## config.mk

```make
export PLATFORM = sky130hd
export DESIGN_NAME = tc_norm_grs_flat
export DESIGN_NICKNAME = d
export VERILOG_FILES = /design/src/rtl/tc_fp_pkg.sv /design/src/rtl/tc_norm_grs_if.sv /design/src/rtl/tc_lzc.sv /design/src/rtl/tc_norm_grs.sv /design/src/flat_wrapper.sv
export SDC_FILE = /design/constraint.sdc
export NUM_CORES = 1
export LEC_CHECK = 0
export CAP_MARGIN = 20
export CORE_ASPECT_RATIO = 0.7
export CORE_MARGIN = 2
export CORE_UTILIZATION = 52
export DETAILED_ROUTE_END_ITERATION = 8
export PLACE_DENSITY_LB_ADDON = 0.1
export SETUP_SLACK_MARGIN = 0.5
export SLEW_MARGIN = 20
export SYNTH_ARGS = -nofsm -noshare
export SYNTH_HDL_FRONTEND = slang
export SYNTH_SLANG_ARGS = --single-unit
```

## constraint.sdc

```tcl
create_clock -name clk -period 5.4 [get_ports clk]
set_clock_uncertainty 0.05 [all_clocks]
set_input_delay 1.08 -clock clk [delete_from_list [all_inputs] [get_ports clk]]
set_output_delay 1.08 -clock clk [all_outputs]
set_load 0.01 [all_outputs]
```

## src/rtl/tc_fp_pkg.sv

```systemverilog
`default_nettype none
// ============================================================================
// Module   : tc_fp_pkg
// Desc     : Shared FP32 constants, rounding-mode encodings and the signed
//            internal exponent type for the tensor-core FP datapath.
// Revision : 1.0 - initial release
// ============================================================================
package tc_fp_pkg;

  // FP32 field geometry
  localparam int FP32_EXP_WIDTH = 8;
  localparam int FP32_MAN_WIDTH = 24;   // includes hidden bit
  localparam int FP32_BIAS      = 127;

  // Exponent carried between stages: two extra bits give headroom for
  // overflow past max-finite and for negative (caller-error) values.
  localparam int EXP_T_WIDTH = FP32_EXP_WIDTH + 2;
  typedef logic signed [EXP_T_WIDTH-1:0] exp_t;

  // Rounding-mode encodings
  typedef enum logic [2:0] {
    RM_RNE = 3'd0,
    RM_RTZ = 3'd1,
    RM_RUP = 3'd2,
    RM_RDN = 3'd3,
    RM_RMM = 3'd4
  } rm_e;

endpackage
`default_nettype wire

```

## src/rtl/tc_norm_grs_if.sv

```systemverilog
`default_nettype none
// ============================================================================
// Module   : tc_norm_grs_if
// Desc     : Valid/ready bundle between the accumulation adder (in_*) and
//            the rounding stage (out_*) around the normalizer.
// Revision : 1.0 - initial release
// ============================================================================
interface tc_norm_grs_if #(
  parameter int IN_WIDTH  = 48,
  parameter int MAN_WIDTH = tc_fp_pkg::FP32_MAN_WIDTH,
  parameter int EXP_WIDTH = tc_fp_pkg::FP32_EXP_WIDTH
);

  // Upstream side
  logic                        in_valid;
  logic                        in_ready;
  logic                        in_sign;
  logic signed [EXP_WIDTH+1:0] in_exp;
  logic [IN_WIDTH-1:0]         in_mant;
  logic                        in_sticky;
  logic [2:0]                  in_rm;

  // Downstream side
  logic                        out_valid;
  logic                        out_ready;
  logic                        out_sign;
  logic signed [EXP_WIDTH+1:0] out_exp;
  logic [MAN_WIDTH-1:0]        out_mant;
  logic                        out_round;
  logic                        out_sticky;
  logic [2:0]                  out_rm;
  logic                        out_zero;

  // Normalizer side
  modport slave (
    input  in_valid, in_sign, in_exp, in_mant, in_sticky, in_rm, out_ready,
    output in_ready, out_valid, out_sign, out_exp, out_mant, out_round,
           out_sticky, out_rm, out_zero
  );

  // Producer/consumer side
  modport master (
    output in_valid, in_sign, in_exp, in_mant, in_sticky, in_rm, out_ready,
    input  in_ready, out_valid, out_sign, out_exp, out_mant, out_round,
           out_sticky, out_rm, out_zero
  );

endinterface
`default_nettype wire

```

## src/rtl/tc_lzc.sv

```systemverilog
`default_nettype none
// ============================================================================
// Module   : tc_lzc
// Desc     : Combinational leading-zero counter. All-zero input -> WIDTH.
// Revision : 1.0 - initial release
// ============================================================================
module tc_lzc #(
  parameter int WIDTH = 48,
  parameter int CW    = $clog2(WIDTH + 1)
) (
  input  wire logic [WIDTH-1:0] i_data,
  output logic      [CW-1:0]    o_count
);

  // Scan upward; the last set bit seen is the most significant one.
  always_comb begin
    o_count = CW'(WIDTH);
    for (int i = 0; i < WIDTH; i++) begin
      if (i_data[i]) o_count = CW'(WIDTH - 1 - i);
    end
  end

endmodule
`default_nettype wire

```

## src/rtl/tc_norm_grs.sv

```systemverilog
`default_nettype none
// ============================================================================
// Module   : tc_norm_grs
// Desc     : Two-stage normalizer feeding the rounding stage. Stage 1 latches
//            the adder result and its leading-zero count; stage 2 left-shifts
//            (clamped so the exponent never drops below 1) and extracts the
//            mantissa, round and sticky bits.
// Revision : 1.0 - initial release
// ============================================================================
module tc_norm_grs
  import tc_fp_pkg::*;
#(
  parameter int IN_WIDTH  = 48,
  parameter int MAN_WIDTH = FP32_MAN_WIDTH,
  parameter int EXP_WIDTH = FP32_EXP_WIDTH
) (
  input wire logic       clk,
  input wire logic       rst,
  tc_norm_grs_if.slave   io
);

  localparam int XW  = EXP_WIDTH + 2;
  localparam int LZW = $clog2(IN_WIDTH + 1);
  localparam int CMW = (LZW > XW) ? LZW : XW;
  localparam logic signed [XW-1:0] c_exp_one = XW'(1);

  // Stage 1 registers
  logic                 r_v1;
  logic                 r_sign1;
  logic signed [XW-1:0] r_exp1;
  logic [IN_WIDTH-1:0]  r_mant1;
  logic                 r_sticky1;
  logic [2:0]           r_rm1;
  logic [LZW-1:0]       r_lzc1;

  // Stage 2 registers
  logic                 r_v2;
  logic                 r_sign2;
  logic signed [XW-1:0] r_exp2;
  logic [MAN_WIDTH-1:0] r_mant2;
  logic                 r_round2;
  logic                 r_sticky2;
  logic [2:0]           r_rm2;
  logic                 r_zero2;

  // Handshake and datapath wires
  logic                 w_adv1;
  logic                 w_adv2;
  logic [LZW-1:0]       w_lzc;
  logic                 w_exp_pos;
  logic signed [XW-1:0] w_exp_m1;
  logic [CMW-1:0]       w_clamp;
  logic [CMW-1:0]       w_lzc_ext;
  logic                 w_mant_zero;
  logic [LZW-1:0]       w_shift;
  logic [IN_WIDTH-1:0]  w_n;
  logic signed [XW-1:0] w_exp_out;

  // A stage may load when it is empty or its contents leave this cycle.
  assign w_adv2 = !r_v2 || io.out_ready;
  assign w_adv1 = !r_v1 || w_adv2;

  tc_lzc #(.WIDTH(IN_WIDTH), .CW(LZW)) u_lzc (
    .i_data  (io.in_mant),
    .o_count (w_lzc)
  );

  // Stage 1: capture the incoming beat together with its leading-zero count.
  always_ff @(posedge clk or posedge rst) begin
    if (rst) begin
      r_v1      <= 1'b0;
      r_sign1   <= 1'b0;
      r_exp1    <= '0;
      r_mant1   <= '0;
      r_sticky1 <= 1'b0;
      r_rm1     <= '0;
      r_lzc1    <= '0;
    end else if (w_adv1) begin
      r_v1 <= io.in_valid;
      if (io.in_valid) begin
        r_sign1   <= io.in_sign;
        r_exp1    <= io.in_exp;
        r_mant1   <= io.in_mant;
        r_sticky1 <= io.in_sticky;
        r_rm1     <= io.in_rm;
        r_lzc1    <= w_lzc;
      end
    end
  end

  // Shift amount: full normalization unless that would push the exponent
  // below 1, in which case stop at exponent 1 and flag subnormal (exp 0).
  always_comb begin
    w_exp_pos   = (r_exp1 >= c_exp_one);
    w_exp_m1    = r_exp1 - c_exp_one;
    w_clamp     = w_exp_pos ? CMW'($unsigned(w_exp_m1)) : '0;
    w_lzc_ext   = CMW'(r_lzc1);
    w_mant_zero = (r_mant1 == '0);
    if (w_mant_zero)              w_shift = '0;
    else if (w_lzc_ext <= w_clamp) w_shift = r_lzc1;
    else                           w_shift = LZW'(w_clamp);
    w_n       = r_mant1 << w_shift;
    w_exp_out = (w_n[IN_WIDTH-1] && w_exp_pos) ? (r_exp1 - XW'(w_shift)) : '0;
  end

  // Stage 2: register the normalized fields; hold while the consumer stalls.
  always_ff @(posedge clk or posedge rst) begin
    if (rst) begin
      r_v2      <= 1'b0;
      r_sign2   <= 1'b0;
      r_exp2    <= '0;
      r_mant2   <= '0;
      r_round2  <= 1'b0;
      r_sticky2 <= 1'b0;
      r_rm2     <= '0;
      r_zero2   <= 1'b0;
    end else if (w_adv2) begin
      r_v2 <= r_v1;
      if (r_v1) begin
        r_sign2   <= r_sign1;
        r_exp2    <= w_exp_out;
        r_mant2   <= w_n[IN_WIDTH-1 -: MAN_WIDTH];
        r_round2  <= w_n[IN_WIDTH-MAN_WIDTH-1];
        r_sticky2 <= (|w_n[IN_WIDTH-MAN_WIDTH-2:0]) | r_sticky1;
        r_rm2     <= r_rm1;
        r_zero2   <= w_mant_zero;
      end
    end
  end

  assign io.in_ready   = w_adv1;
  assign io.out_valid  = r_v2;
  assign io.out_sign   = r_sign2;
  assign io.out_exp    = r_exp2;
  assign io.out_mant   = r_mant2;
  assign io.out_round  = r_round2;
  assign io.out_sticky = r_sticky2;
  assign io.out_rm     = r_rm2;
  assign io.out_zero   = r_zero2;

endmodule
`default_nettype wire

```

## src/flat_wrapper.sv

```systemverilog
// flat-port wrapper written by rule: the top's interface ports become plain ports
module tc_norm_grs_flat import tc_fp_pkg::*;
#(
  parameter int IN_WIDTH  = 48,
  parameter int MAN_WIDTH = FP32_MAN_WIDTH,
  parameter int EXP_WIDTH = FP32_EXP_WIDTH
)
  (clk, rst, io_in_valid, io_in_sign, io_in_exp, io_in_mant, io_in_sticky, io_in_rm, io_out_ready, io_in_ready, io_out_valid, io_out_sign, io_out_exp, io_out_mant, io_out_round, io_out_sticky, io_out_rm, io_out_zero);
  tc_norm_grs_if #(.IN_WIDTH(IN_WIDTH), .MAN_WIDTH(MAN_WIDTH), .EXP_WIDTH(EXP_WIDTH)) io_i ();
  input wire logic clk;
  input wire logic rst;
  input wire logic [$bits(io_i.in_valid)-1:0] io_in_valid;
  input wire logic [$bits(io_i.in_sign)-1:0] io_in_sign;
  input wire logic [$bits(io_i.in_exp)-1:0] io_in_exp;
  input wire logic [$bits(io_i.in_mant)-1:0] io_in_mant;
  input wire logic [$bits(io_i.in_sticky)-1:0] io_in_sticky;
  input wire logic [$bits(io_i.in_rm)-1:0] io_in_rm;
  input wire logic [$bits(io_i.out_ready)-1:0] io_out_ready;
  output wire logic [$bits(io_i.in_ready)-1:0] io_in_ready;
  output wire logic [$bits(io_i.out_valid)-1:0] io_out_valid;
  output wire logic [$bits(io_i.out_sign)-1:0] io_out_sign;
  output wire logic [$bits(io_i.out_exp)-1:0] io_out_exp;
  output wire logic [$bits(io_i.out_mant)-1:0] io_out_mant;
  output wire logic [$bits(io_i.out_round)-1:0] io_out_round;
  output wire logic [$bits(io_i.out_sticky)-1:0] io_out_sticky;
  output wire logic [$bits(io_i.out_rm)-1:0] io_out_rm;
  output wire logic [$bits(io_i.out_zero)-1:0] io_out_zero;
  assign io_i.in_valid = io_in_valid;
  assign io_i.in_sign = io_in_sign;
  assign io_i.in_exp = io_in_exp;
  assign io_i.in_mant = io_in_mant;
  assign io_i.in_sticky = io_in_sticky;
  assign io_i.in_rm = io_in_rm;
  assign io_i.out_ready = io_out_ready;
  assign io_in_ready = io_i.in_ready;
  assign io_out_valid = io_i.out_valid;
  assign io_out_sign = io_i.out_sign;
  assign io_out_exp = io_i.out_exp;
  assign io_out_mant = io_i.out_mant;
  assign io_out_round = io_i.out_round;
  assign io_out_sticky = io_i.out_sticky;
  assign io_out_rm = io_i.out_rm;
  assign io_out_zero = io_i.out_zero;
  tc_norm_grs #(.IN_WIDTH(IN_WIDTH), .MAN_WIDTH(MAN_WIDTH), .EXP_WIDTH(EXP_WIDTH)) u_core (.clk(clk), .rst(rst), .io(io_i));
endmodule
```

==> results.md, run 1 <==
* Area contributors post-synth: dfrtp_1, nand2_1, mux2i_1
* # hold bufs at CTS at 0
* Largest area contributor in the netlist: dfrtp_1
* Initial DRT Pass Iterations at 8
* Worst-path cell chain: ha_4, or4_1, o31a_1, inv_1, ha_1, nand4_1, o22a_2, o21a_2, o21ai_4, a21oi_4, buf_8, buf_6, mux2i_1, mux2i_1, mux2i_1, mux2i_1, mux2_1, a221oi_1, nor2_1
* Synth Warn # at 0
* Later-pin clock latency in the skew report at 370 ps
* Crit Path Class: reg2reg
* # Max-Cap Violations at 0
* Routed WL at 29,160 µm
* Synth Area in XOR/XNOR at 0.009094
* CP startpoint kind: flop
* Worst EP arrival at 5020 ps
* Post-Syn Area per Cell at 8.101 µm²
* Wire per inst at 20.81 µm
* Die X at 158.3 µm
* Flop-to-flop setup slack at 580 ps
* I/O pins at 110
* Routability Congestion at 1.029
* Antenna Cells at 0
* Final Hold Viols at 0
* Yosys cell types at 78
* Clock buffer count from CTS at 9
* Synth Instances at 1,070
* Final Cycle Share at 0.8928
* Status: complete, no violations
* Routed vias/inst at 6.330
* Pins Over Slew Limit at 0
* Fin nets at 1,253
* Post-synthesis simple-gate area fraction at 0.2276
* Layout cells sized above 1 at 0.1156
* Detailed-placement wirelength estimate at 21,710 µm
* Post-synthesis mux area share at 0.1285
* CTS HTree Levels at 3
* Met3 GRT Util at 0.08996
* CP top delay family: compound AO/OA/AOI/OAI gates
* Final ANT Viol Nets at 0
* Synth Register Bits at 112
* TritonCTS clock tree: yes
* DRC viols at 0
* Worst-Margin Slew at 695.2 ps
* Sequential share of the synthesized area at 0.3233
* Global route overflow at 0
* CP most frequent cell: mux2i_1
* PortBufs at 109
* Post-synthesis cell area at 0.008668 mm²
* CP Max Fanout at 31
* Clock tree root buffer cell: clkbuf_16
* Via count at 8,868
* Final setup vio count at 0
* Pin count of the biggest net entering global routing at 67
* Met2 Use GR at 0.4910
* RSZ-0062 raised after global routing: no
* Synth async-reset ratio at 1.000
* First-pass GRT wire length at 45,930 µm
* Post-Synth Adder-Cell Area at 0.02252
* Maximum vdd drop at 203.0 µV
* CTS sink count at 112
* Min Tclk post-route at 4821 ps
* GR peak layer: met2
* Core area at 0.01630 mm²
* Yosys top cell area share at 0.3233
* Worst-path clk slew at 80 ps
* Setup TNS at 0 ps
* Synth Area in Compound Gates at 0.2390
* Post-Syn Nets at 1,152
* CP bufs+invs at 3
* Power Density at 362.4 mW/mm²
* Vias in the first global route at 8,359
* Initial antenna violation count at 0
* Die Span Y at 112.0 µm
* Post-Place Cell Area at 0.009991 mm²
* Peak Freq at 0.2074 GHz
* CP max stage delay at 520 ps
* Crit-path slowest cell: or4_1
* Initial Util at 0.5319
* Die area at 0.01774 mm²
* Area growth from synthesis to layout at 23.22%
* Row count at 39
* Ys flop type: dfrtp_1
* GR Util met1 at 0.4809
* Largest family of logic cells by synthesized area: compound AO/OA/AOI/OAI gates
* Crit end category: flop
* Max-Slew Margin vs Limit at 0.5323
* Buffer depth of the longest clock path at 2
* Initial DRC count at 1,165
* Post-synth EDFFs at 0
* Finished Cell Area at 0.01068 mm²
* Hold Path Class: reg2reg
* Data required, critical path at 5600 ps
* Total GRT Usage at 0.3332
* Static leakage at 4.831 nW
==> through the flow <==
stage	cells	total power, mW	hold WS (ps)	worst slack [ps]	utilization
after floorplan	1070	2.353	388.6	438.1	-
after global placement	1372	3.032	398.9	246.1	0.6130
after detailed placement	1372	3.038	409.9	189.4	0.6130
after CTS	1388	3.738	427.9	483.8	0.6361
after global routing	1401	4.092	450.8	460.7	0.6554
final	1401	3.871	422.4	579.0	0.6554
==> routing by layer <==
layer,up-vias,share of wire
met5,-,0
met1,4255,0.45
met4,0,0.020
li1,4129,-
met2,434,0.44
met3,50,0.093
==> power by group <==
group | leakage (nW) | switching, mW | internal, mW | total (mW)
combinational | 3.30 | 1.13 | 0.884 | 2.02
sequential | 1.38 | 0.182 | 1.01 | 1.19
clock | 0.146 | 0.334 | 0.333 | 0.667
==> logic make-up (layout without fill, tap and decap cells) <==
logic type,count (synthesis),after routing
and+or+nand+nor,447,447
AOI/OAI and AO/OA,283,283
DFF,112,112
muxes,108,108
buffers and inverters,96,202
adders and majority gates,15,15
xor gates and xnor gates,9,9
==> layout by cell type, fill, tap and decap left out, types with 9 or more instances in the layout <==
cell type	Yosys	final
dfrtp_1	112	110
nand3_1	26	26
a211oi_1	18	18
inv_1	27	23
clkdlybuf4s50_1	0	109
nor4_1	27	22
a221o_1	17	17
a21oi_1	31	29
a221oi_1	10	9
mux2_2	20	19
and3_1	9	9
mux2i_1	84	83
nor3_1	15	14
a22o_1	17	17
nand4_1	9	9
buf_4	6	35
o211ai_1	26	26
nor2_1	77	76
o21ai_1	20	21
o31ai_1	20	19
a21o_1	10	10
o21ai_0	41	39
nand2_1	243	240
clkbuf_16	0	9
ha_1	14	11
==> registers in the layout (all words and copies together), names as in the netlist <==
register	count
u_core.r_mant1	48
u_core.io.out_mant	24
u_core.io.out_exp	10
u_core.r_exp1	10
u_core.r_lzc1	6
u_core.io.out_rm	3
u_core.r_rm1	3
u_core.io.out_round	1
u_core.io.out_sign	1
u_core.io.out_sticky	1
u_core.io.out_valid	1
u_core.io.out_zero	1
u_core.r_sign1	1
u_core.r_sticky1	1
u_core.r_v1	1
==> worst register-to-register path, cell delays in order (launching register included) <==
cell and delay, ps:
dfrtp_2 470, ha_4 200, or4_1 520, o31a_1 320, inv_1 60, ha_1 240, nand4_1 100, o22a_2 220
o21a_2 210, o21ai_4 140, a21oi_4 220, buf_8 250, buf_6 270, mux2i_1 240, mux2i_1 150, mux2i_1 230
mux2i_1 170, mux2_1 320, a221oi_1 250, nor2_1 70
==> synthesized netlist by cell type (26+ instances only) <==
cell type / number
a21oi_1: 31
clkbuf_1: 35
dfrtp_1: 112
inv_1: 27
mux2i_1: 84
nand2_1: 243
nand3_1: 26
nor2_1: 77
nor4_1: 27
o211ai_1: 26
o21ai_0: 41
==> timing repair <==
| item | 4_1_cts | 5_1_grt |
|---|---|---|
| endpoints found under the setup margin | 32 | 34 |
| buffers inserted | 0 | 12 |
| gates resized for setup | 20 | 42 |
| hold endpoints to repair | 0 | 0 |
| gates cloned | 0 | 1 |
| pin swaps | 0 | 13 |
==> final timing paths <==
| check | end | cells after the start | startpoint |
|---|---|---|---|
| worst max-delay path | u_core.io.out_mant[17]$_DFFE_PP0P_ | 19 | u_core.r_exp1[0]$_DFFE_PP0P_ |
| worst min-delay path | u_core.io.out_sign$_DFFE_PP0P_ | 2 | u_core.r_sign1$_DFFE_PP0P_ |
| worst max register to register | u_core.io.out_mant[17]$_DFFE_PP0P_ | 19 | u_core.r_exp1[0]$_DFFE_PP0P_ |
| worst min register to register | u_core.io.out_sign$_DFFE_PP0P_ | 2 | u_core.r_sign1$_DFFE_PP0P_ |
| max in group asynchronous | u_core.io.out_mant[12]$_DFFE_PP0P_ | 3 | rst |
| min in group asynchronous | u_core.r_exp1[6]$_DFFE_PP0P_ | 2 | rst |
==> final cells by class <==
class	count	area, µm²
clock inverters	6	47.55
fillers	1447	5617
multi-input cells	862	5680
clock buffers	10	239.0
inverters	32	142.6
repair inverters	1	8.758
repair buffers	153	1476
well taps	225	281.5
flip-flops and latches	112	2805
(Power assumes the default switching activity.)
==> run 2: changes to the inputs <==
Settings changed: GPL_TIMING_DRIVEN from default to 0.
==> results.md, run 2 (synthesized netlist as in run 1, its figures left out) <==
* Initial DRC count at 1,457 (+25%)
* Crit Path Class: reg2reg
* Final hold slack at 425.4 ps (+3.036 ps)
* CTS sink count at 112 (unchanged)
* Hold Path Class: reg2reg
* Crit end category: flop
* Critical path launch point: u_core.r_exp1[0]$_DFFE_PP0P_
* Min Tclk post-route at 4897 ps (+76.16 ps)
* Die Span Y at 112.0 µm (unchanged)
* GR peak layer: met1
* Finished Layout Cells at 1,478 (+5.5%)
* Die area at 0.01774 mm² (unchanged)
* Area growth from synthesis to layout at 32.03%
* Worst-Margin Slew at 909.9 ps (+214.8 ps)
* Later-pin clock latency in the skew report at 370 ps (about the same)
* Die X at 158.3 µm (unchanged)
* Met3 GRT Util at 0.1286 (+0.03861)
* Via count at 9,525 (+7.4%)
* Core area at 0.01630 mm² (unchanged)
* Maximum vdd drop at 196.4 µV (-3.3%)
* Reg area at 0.002806 mm² (about the same)
* Setup TNS at 0 ps (unchanged)
* Pins Over Slew Limit at 0 (unchanged)
* Row count at 39 (unchanged)
* DRC viols at 0 (unchanged)
* P_sw at 1.819 mW (+10%)
* Routed WL at 33,200 µm (+14%)
* Multi-input logic area at 0.005859 mm² (+3.1%)
* Commonest non-fill, non-tap cell in the layout: nand2_1
* Clock tree root buffer cell: clkbuf_16
* Power Density at 366.6 mW/mm² (+1.1%)
* Status: complete, no violations
* Total GRT Usage at 0.3679 (+0.03473)
* Clock share of power at 0.162 (-0.010)
* Detailed-placement wirelength estimate at 25,170 µm (+16%)
* Fin nets at 1,330 (+6.1%)
* CTS HTree Levels at 3 (unchanged)
* Dpl cells at 1,405 (+2.4%)
* Largest reg by FF count: u_core.r_mant1
* Flop-to-flop setup slack at 500 ps (-80 ps)
* Max-Slew Margin vs Limit at 0.3901 (-0.1422)
* Global route overflow at 0 (unchanged)
* CP startpoint kind: flop
* Wire per inst at 22.46 µm (+7.9%)
* Clock buffer count from CTS at 9 (unchanged)
* Finished Cell Area at 0.01144 mm² (+7.1%)
* Final core occ at 0.7022 (+0.04683)
* Largest register FFs at 48 (unchanged)
* Static leakage at 5.124 nW (+6.1%)
* Worst-path clk slew at 80 ps (about the same)
* Hold_sp: u_core.r_sign1$_DFFE_PP0P_
* Layout cells sized above 1 at 0.1708 (+0.05514)
* Final setup vio count at 0 (unchanged)
* Hold EP: u_core.io.out_sign$_DFFE_PP0P_
* I/O pins at 110 (unchanged)
* Filler cell count at 1,364 (-5.7%)
* Switching share of power at 0.4334 (+0.008001)
* Worst slack, placed at -683.7 ps (-873.1 ps)
* Worst reg2reg startpoint: u_core.r_exp1[0]$_DFFE_PP0P_
* Reg power frac at 0.281 (-0.026)
* Final Hold Viols at 0 (unchanged)
* Buffer depth of the longest clock path at 2 (unchanged)
* Peak Freq at 0.2042 GHz (-1.6%)
* PortBufs at 109 (unchanged)
* Antenna Cells at 0 (unchanged)
* Initial antenna violation count at 0 (unchanged)
* Hold-critical path depth at 2 (unchanged)
* # Max-Cap Violations at 0 (unchanged)
* Most frequent cells in the layout: nand2_1, clkdlybuf4s50_1, dfrtp_1
* Final ANT Viol Nets at 0 (unchanged)
* Initial Util at 0.5319 (unchanged)
* RSZ-0062 raised after global routing: yes
* Power Total at 4.195 mW (+8.4%)
* Pin count of the biggest net entering global routing at 68 (+1.5%)
* Vias in the first global route at 8,743 (+4.6%)
* RR Endpoint: u_core.io.out_sticky$_DFFE_PP0P_
* Initial DRT Pass Iterations at 8 (unchanged)
* Worst r2r path cells at 21 (+2)
* Worst EP arrival at 5100 ps (+80 ps)
* CP Max Fanout at 10 (-68%)
* Data required, critical path at 5600 ps (about the same)
* Routability Congestion at 1.054 (+2.4%)
* TritonCTS clock tree: yes
* First-pass GRT wire length at 49,260 µm (+7.2%)
* Internal power at 2.377 mW (+6.9%)
* Final Cycle Share at 0.9069 (+0.01410)
* Combinational power share at 0.557 (+0.036)
* Routed vias/inst at 6.445 (+1.8%)
* GR Util met1 at 0.5339 (+0.05295)
* Met2 Use GR at 0.5235 (+0.03246)
* Worst Slack Setup Final at 502.8 ps (-76.16 ps)
* Post-Place Cell Area at 0.01008 mm² (+0.93%)
## run 2: cell count changes in the layout (fill, tap and decap cells not counted), moves of 4 or more
| cell | delta |
|---|---|
| buf_8 | +5 |
| mux2i_2 | +5 |
| clkbuf_1 | +27 |
| mux2i_1 | -7 |
| buf_1 | +4 |
| clkbuf_2 | +6 |
| buf_4 | +23 |
## run 2: power groups by stage
stage	registers [mW]	clock network [mW]	logic (mW)
global route	1.20	0.719	2.47
detailed placement	1.18	0	1.91
global placement	1.18	0	1.91
finish	1.18	0.679	2.34
CTS	1.17	0.685	2.01
floorplan	1.18	0	1.17
## run 2: how the worst max path moves through the flow
stage	cells past startpoint	slack [ps]	end
3_3_place_gp	20	-590	u_core.io.out_exp[8]$_DFFE_PP0P_
3_5_place_dp	20	-680	u_core.io.out_exp[8]$_DFFE_PP0P_
6_report	21	500	u_core.io.out_sticky$_DFFE_PP0P_
5_1_grt	24	370	u_core.io.out_exp[7]$_DFFE_PP0P_
2_1_floorplan	24	440	u_core.io.out_exp[8]$_DFFE_PP0P_
4_1_cts	26	450	u_core.io.out_exp[8]$_DFFE_PP0P_
## run 2: critical path, cell delays in order, from the launching register on
cell and delay [ps]:
dfrtp_2 470, ha_4 190, or4_1 530, o31a_1 280, inv_1 70, ha_1 230
nand4_1 110, o22a_4 190, o21a_1 220, o21ai_2 100, buf_6 160, a21oi_4 250
buf_8 170, buf_6 190, buf_8 170, nand3_1 120, nand3_1 110, o221ai_1 380
a2111oi_4 330, nand4_1 120, a22oi_1 210, o21ai_1 80
## run 2: final cells by class
type	count	share of cell area
flip-flops and latches	112	0.2452
well taps	225	0.02460
multi-input cells	862	0.5120
clock buffers	9	0.01968
plain buffers	64	0.04187
repair buffers	167	0.1367
clock inverters	7	0.006669
inverters	32	0.01334
## run 2: timing repair
| action | CTS | global route |
|---|---|---|
| resized for setup | 66 | 87 |
| hold buffers | 0 | 0 |
| pin swaps | 8 | 33 |
| setup endpoints to repair | 36 | 34 |
| setup buffers | 13 | 43 |
| cloned | 0 | 1 |
## run 2: per-layer routing
metal | routed length, µm | part of all wire | vias to the layer above
li1 | - | - | 4277
met1 | 14230 | 0.43 | 4565
met2 | 13820 | 0.42 | 590
met3 | 4329 | 0.13 | 93
met4 | 819 | 0.025 | 0
met5 | 0 | 0 | -
